**src/rtl/ram_pkg.sv**
```systemverilog
// Shared constants and FSM state type for the single-port RAM.
// Optional parity storage is enabled by defining RAM_PARITY_EN.
package ram_pkg;

    localparam int unsigned RAM_ADDR_W_DEF = 8;
    localparam int unsigned RAM_DATA_W_DEF = 8;

    typedef enum logic {CLEAR, READY} ram_state_t;

endpackage

```
**src/rtl/ram_clear_seq.sv**
```systemverilog
// Post-reset clear sequencer: sweeps every address once, writing zero, then
// hands the array over to normal access.
module ram_clear_seq
    import ram_pkg::*;
#(
    parameter int unsigned N = RAM_ADDR_W_DEF
) (
    input  logic         clk,
    input  logic         rst,
    output logic         busy,
    output logic         clr_we,
    output logic [N-1:0] clr_addr
);

    ram_state_t   state, state_next;
    logic [N-1:0] ptr, ptr_next;

    always_ff @(posedge clk or posedge rst) begin
        if (rst) begin
            state <= CLEAR;
            ptr   <= '0;
        end else begin
            state <= state_next;
            ptr   <= ptr_next;
        end
    end

    always_comb begin
        state_next = state;
        ptr_next   = ptr;
        clr_we     = 1'b0;
        unique case (state)
            CLEAR: begin
                clr_we   = 1'b1;
                // Wrapping to zero coincides with the hand-over to READY.
                ptr_next = ptr + 1'b1;
                if (ptr == '1) begin
                    state_next = READY;
                end
            end
            READY: begin
                state_next = READY;
            end
        endcase
    end

    assign busy     = (state == CLEAR);
    assign clr_addr = ptr;

endmodule

```
**src/rtl/ram_sp.sv**
```systemverilog
// Single-port synchronous RAM, 2**N x M, read-first, registered dout.
// Define RAM_PARITY_EN to store an even-parity bit per word and expose perr.
module ram_sp
    import ram_pkg::*;
#(
    parameter int unsigned N = RAM_ADDR_W_DEF,
    parameter int unsigned M = RAM_DATA_W_DEF
) (
    input  logic         clk,
    input  logic         rst,
    input  logic         wr,
    input  logic [N-1:0] addr,
    input  logic [M-1:0] din,
    output logic [M-1:0] dout,
    output logic         busy
`ifdef RAM_PARITY_EN
    ,
    output logic         perr
`endif
);

    localparam int unsigned DEPTH = 2 ** N;

    logic [M-1:0] mem [DEPTH];

    logic         clr_we;
    logic [N-1:0] clr_addr;
    logic         we;
    logic [N-1:0] waddr;
    logic [M-1:0] wdata;

    ram_clear_seq #(
        .N(N)
    ) u_clear_seq (
        .clk      (clk),
        .rst      (rst),
        .busy     (busy),
        .clr_we   (clr_we),
        .clr_addr (clr_addr)
    );

    // The sweep owns the write port; user writes during it are dropped.
    always_comb begin
        we    = clr_we | (wr & ~busy);
        waddr = addr;
        wdata = din;
        if (clr_we) begin
            waddr = clr_addr;
            wdata = '0;
        end
    end

    always_ff @(posedge clk) begin
        if (we) begin
            mem[waddr] <= wdata;
        end
    end

    // dout is never loaded during the sweep, so it keeps its reset value.
    always_ff @(posedge clk or posedge rst) begin
        if (rst) begin
            dout <= '0;
        end else if (!busy) begin
            dout <= mem[addr];
        end
    end

`ifdef RAM_PARITY_EN
    logic par_mem [DEPTH];

    always_ff @(posedge clk) begin
        if (we) begin
            par_mem[waddr] <= ^wdata;
        end
    end

    always_ff @(posedge clk or posedge rst) begin
        if (rst) begin
            perr <= 1'b0;
        end else if (!busy) begin
            perr <= (^mem[addr]) != par_mem[addr];
        end
    end
`endif

endmodule

```
**config.mk**
```make
export PLATFORM = sky130hd
export DESIGN_NAME = ram_sp
export DESIGN_NICKNAME = d
export VERILOG_FILES = /design/src/rtl/ram_pkg.sv /design/src/rtl/ram_clear_seq.sv /design/src/rtl/ram_sp.sv
export SDC_FILE = /design/constraint.sdc
export NUM_CORES = 2
export LEC_CHECK = 0
export ABC_AREA = 0
export CAP_MARGIN = 20
export CORE_MARGIN = 2
export CORE_UTILIZATION = 30
export CTS_CLUSTER_DIAMETER = 50
export CTS_CLUSTER_SIZE = 10
export DETAILED_ROUTE_END_ITERATION = 16
export GPL_TIMING_DRIVEN = 0
export PLACE_DENSITY_LB_ADDON = 0.1
export SLEW_MARGIN = 25
export SYNTH_ARGS = -nofsm -noshare
export SYNTH_HDL_FRONTEND = slang
export SYNTH_HIERARCHICAL = 1
export SYNTH_SLANG_ARGS = --single-unit
export TNS_END_PERCENT = 10
```
**constraint.sdc**
```tcl
create_clock -name clk -period 13.9 [get_ports clk]
set_input_delay 2.78 -clock clk [delete_from_list [all_inputs] [get_ports clk]]
set_output_delay 2.78 -clock clk [all_outputs]
set_load 0.01 [all_outputs]
```
==> results by group <==
Status
  – Status: completed

Hold path
  – Hold Crit Class: flop to flop
  – Hold depth: 1
  – Worst min-delay path endpoint: u_clear_seq/clr_addr[6]
  – Hold Startpoint: u_clear_seq/clr_addr[6]

Worst setup path
  – CP required: 14400 ps
  – R2r setup slk: 8760 ps
  – Startpoint types: input pin
  – Worst-path maximum fanout: 10
  – R2r worst-path depth: 8
  – Arr. time, crit path: 7900 ps
  – Reg2reg end: mem[111][0]
  – Setup CP Type: input pin to flop
  – Crit. End Element: flop
  – Reg-to-reg critical path startpoint: u_clear_seq/state

Synth
  – EDFF count, synth: 2048
  – Average cell area after synthesis: 20.7 um2
  – Register area share after synthesis: 77.4%
  – Ys async rst share: 0.823%
  – Synth Area in Compound Gates: 3.76%
  – Syn Nets: 3881
  – Mux cell area share after synthesis: 14.7%
  – Netlist cell types: 44
  – Synthesized cell area: 80000 um2
  – Largest family of logic cells by synthesized area: multiplexers
  – Simple-Gate Fraction of Synth Area: 2.63%
  – Synth warn: 6
  – Ys flop type: edfxtp_1
  – Gate Count Post-Synth: 3861
  – Area share of fa/ha/maj cells after synthesis: 0.0156%
  – Post-Synth XOR/XNOR Area: 0.0766%
  – Synth Register Bits: 2065

GRT
  – Antenna violations before repair: 18
  – Global route overflow: 0
  – Overall Global Routing Usage: 18.4%
  – Vias in the first global route: 41.6k
  – Largest net degree at the start of global routing: 33
  – First-pass GRT wire length: 343 mm

Finish
  – Layout Area Growth over Synthesis: 19.2%
  – Layout cells sized above 1: 25.9%
  – Final core occ: 36.0%
  – # nets final: 4288

STA
  – Minimum clock period: 7390 ps
  – Period utilization: 53.2%
  – Final worst slack: 6510 ps
  – Tightest Pin Transition: 1150 ps
  – RSZ-0062 raised after global routing: no
  – Max Fclk: 135 MHz
  – Max-slew headroom: 22.8%
  – Final hold viol count: 0
  – Clock skew: 34.4 ps
  – Setup violators final: 0
  – Setup_tns: 0 ps
  – Slew Viols, Final: 0

Clock network
  – Root Buffer: clkbuf_16
  – Clock sinks: 2065
  – H-tree levels: 5
  – CTS resizes: 0
  – CTS tree: built
  – Post-CTS setup buffer count: 0
  – Num CTS Buffers: 285
  – Clk slew on worst S/H paths: 50 ps
  – Worst-Skew Late Latency: 910 ps
  – Clock tree buffer depth: 4
  – # hold bufs at CTS: 0

Power
  – Leak: 28.8 nW
  – Power Density: 145 nW/um2
  – Maximum vdd drop: 0.114 mV

Detailed routing
  – Pre-antenna DRT Iters: 6
  – Post-route ant nets: 0
  – DRC: 0
  – DR vias/cell: 5.08
  – WL final: 251 mm
  – Routed WL per cell: 31.7 um
  – Vias post-DR: 40.2k
  – DRT iter0 DRCs: 3811

Flow run
  – # Max-Cap Violations: 0

Place
  – Placer Congestion: 0.879
  – DP Worst Slack: 5310 ps
  – DP Wirelength: 176 mm
  – Port bufs: 24

Floorplanning
  – Core box area: 265000 um2
  – Horiz. Die Dim: 520 um
  – Rows: 189
  – Starting density of the core: 30.2%
  – IO Count: 28
  – Die Span Y: 520 um
  – Die area: 271000 um2
==> power breakdown <==
part / internal [mW] / leakage, nW / switching, mW
combinational: 0.173 / 6.46 / 0.308
clock: 4.01 / 3.99 / 2.59
sequential: 6.74 / 18.3 / 0
total: 10.9 / 28.8 / 2.90
==> worst max-delay path, stage by stage <==
cell	delay (ps)
clkdlybuf4s50_1	780
buf_1	820
inv_1	520
o32ai_1	900
nand2_1	660
clkbuf_1	550
nor2_1	810
==> registers in the layout, summed over array words and instances, names as in the netlist <==
name                  flops
mem                    2048
dout                      8
u_clear_seq/clr_addr      8
u_clear_seq/state         1
==> how the worst max path moves through the flow <==
stage	from	end	depth (start not counted)
6_report	addr[6]	mem[111][0]	7
5_1_grt	addr[6]	mem[106][3]	7
4_1_cts	addr[4]	mem[111][0]	9
3_5_place_dp	addr[4]	mem[111][3]	9
3_3_place_gp	din[7]	mem[42][7]	2
2_1_floorplan	din[0]	mem[0][0]	1
==> synth_stat cells (9+ instances only) <==
library cell / n / share of area [%]
nand2b_1: 9 / 0.070
buf_2: 67 / 0.42
dfrtp_1: 17 / 0.53
a211oi_1: 32 / 0.30
o22ai_1: 88 / 0.69
a41oi_1: 16 / 0.18
mux4_2: 440 / 12
nor2b_1: 11 / 0.086
nor2_1: 292 / 1.4
nand3_1: 22 / 0.14
a22oi_1: 120 / 1.1
o31ai_1: 24 / 0.23
o32ai_1: 20 / 0.22
buf_6: 15 / 0.21
inv_1: 13 / 0.061
o221ai_1: 16 / 0.18
buf_1: 22 / 0.10
o21ai_0: 17 / 0.11
or3_1: 16 / 0.13
mux2i_1: 56 / 0.70
nor3_1: 32 / 0.20
nand2_1: 96 / 0.45
edfxtp_1: 2048 / 77
a21oi_1: 88 / 0.55
clkbuf_1: 118 / 0.55
mux2_2: 113 / 1.6
==> cells in the final DEF, fill, tap and decap left out, types with 25 or more instances in the layout <==
cell and instances:
edfxtp_1 2048, mux4_2 440, clkbuf_16 291, nor2_1 286, clkbuf_1 140, a22oi_1 120, mux2_2 113, nand2_1 96
o22ai_1 88, a21oi_1 88, buf_2 74, mux2i_1 56, buf_16 52, buf_12 41, nor3_1 32, a211oi_1 32
clkinv_1 25
==> logic make-up (layout without fill, tap and decap cells) <==
| logic type | after synthesis | in the layout |
|---|---|---|
| XOR/XNOR | 7 | 7 |
| AND/OR/NAND/NOR | 498 | 498 |
| other | 0 | 3 |
| flip-flops | 2065 | 2065 |
| multiplexers | 609 | 609 |
| buffers and inverters | 247 | 776 |
| AO/OA/AOI/OAI | 434 | 434 |
| adder cells (fa/ha/maj) | 1 | 1 |
==> area by class of cell <==
type | count | area, um2
diodes | 3 | 7.51
plain buffers | 231 | 1120
multi-input cells | 1549 | 17000
inverters | 16 | 60.1
well taps | 3533 | 4420
clock inverters | 78 | 771
clock buffers | 331 | 7440
fillers | 24490 | 170000
flip-flops and latches | 2065 | 61900
repair buffers | 120 | 2530
==> metrics by stage <==
stage	hold slack [ps]	power (mW)	area [um2]	instances
global route	546	14.2	95300	7925
global placement	511	7.36	84700	7418
finish	530	13.8	95300	7926
detailed placement	513	7.36	87100	7514
floorplan	479	7.15	80000	3861
CTS	524	14.0	95300	7923
==> layer usage <==
metal,vias to the layer above,routed length [um],GRT usage [%]
met5,-,0,0
met4,0,8370,6.00
met3,384,13400,3.52
met2,1154,119000,29.4
met1,21746,111000,25.2
li1,16942,-,-
Power figures use the tool's default switching activity.
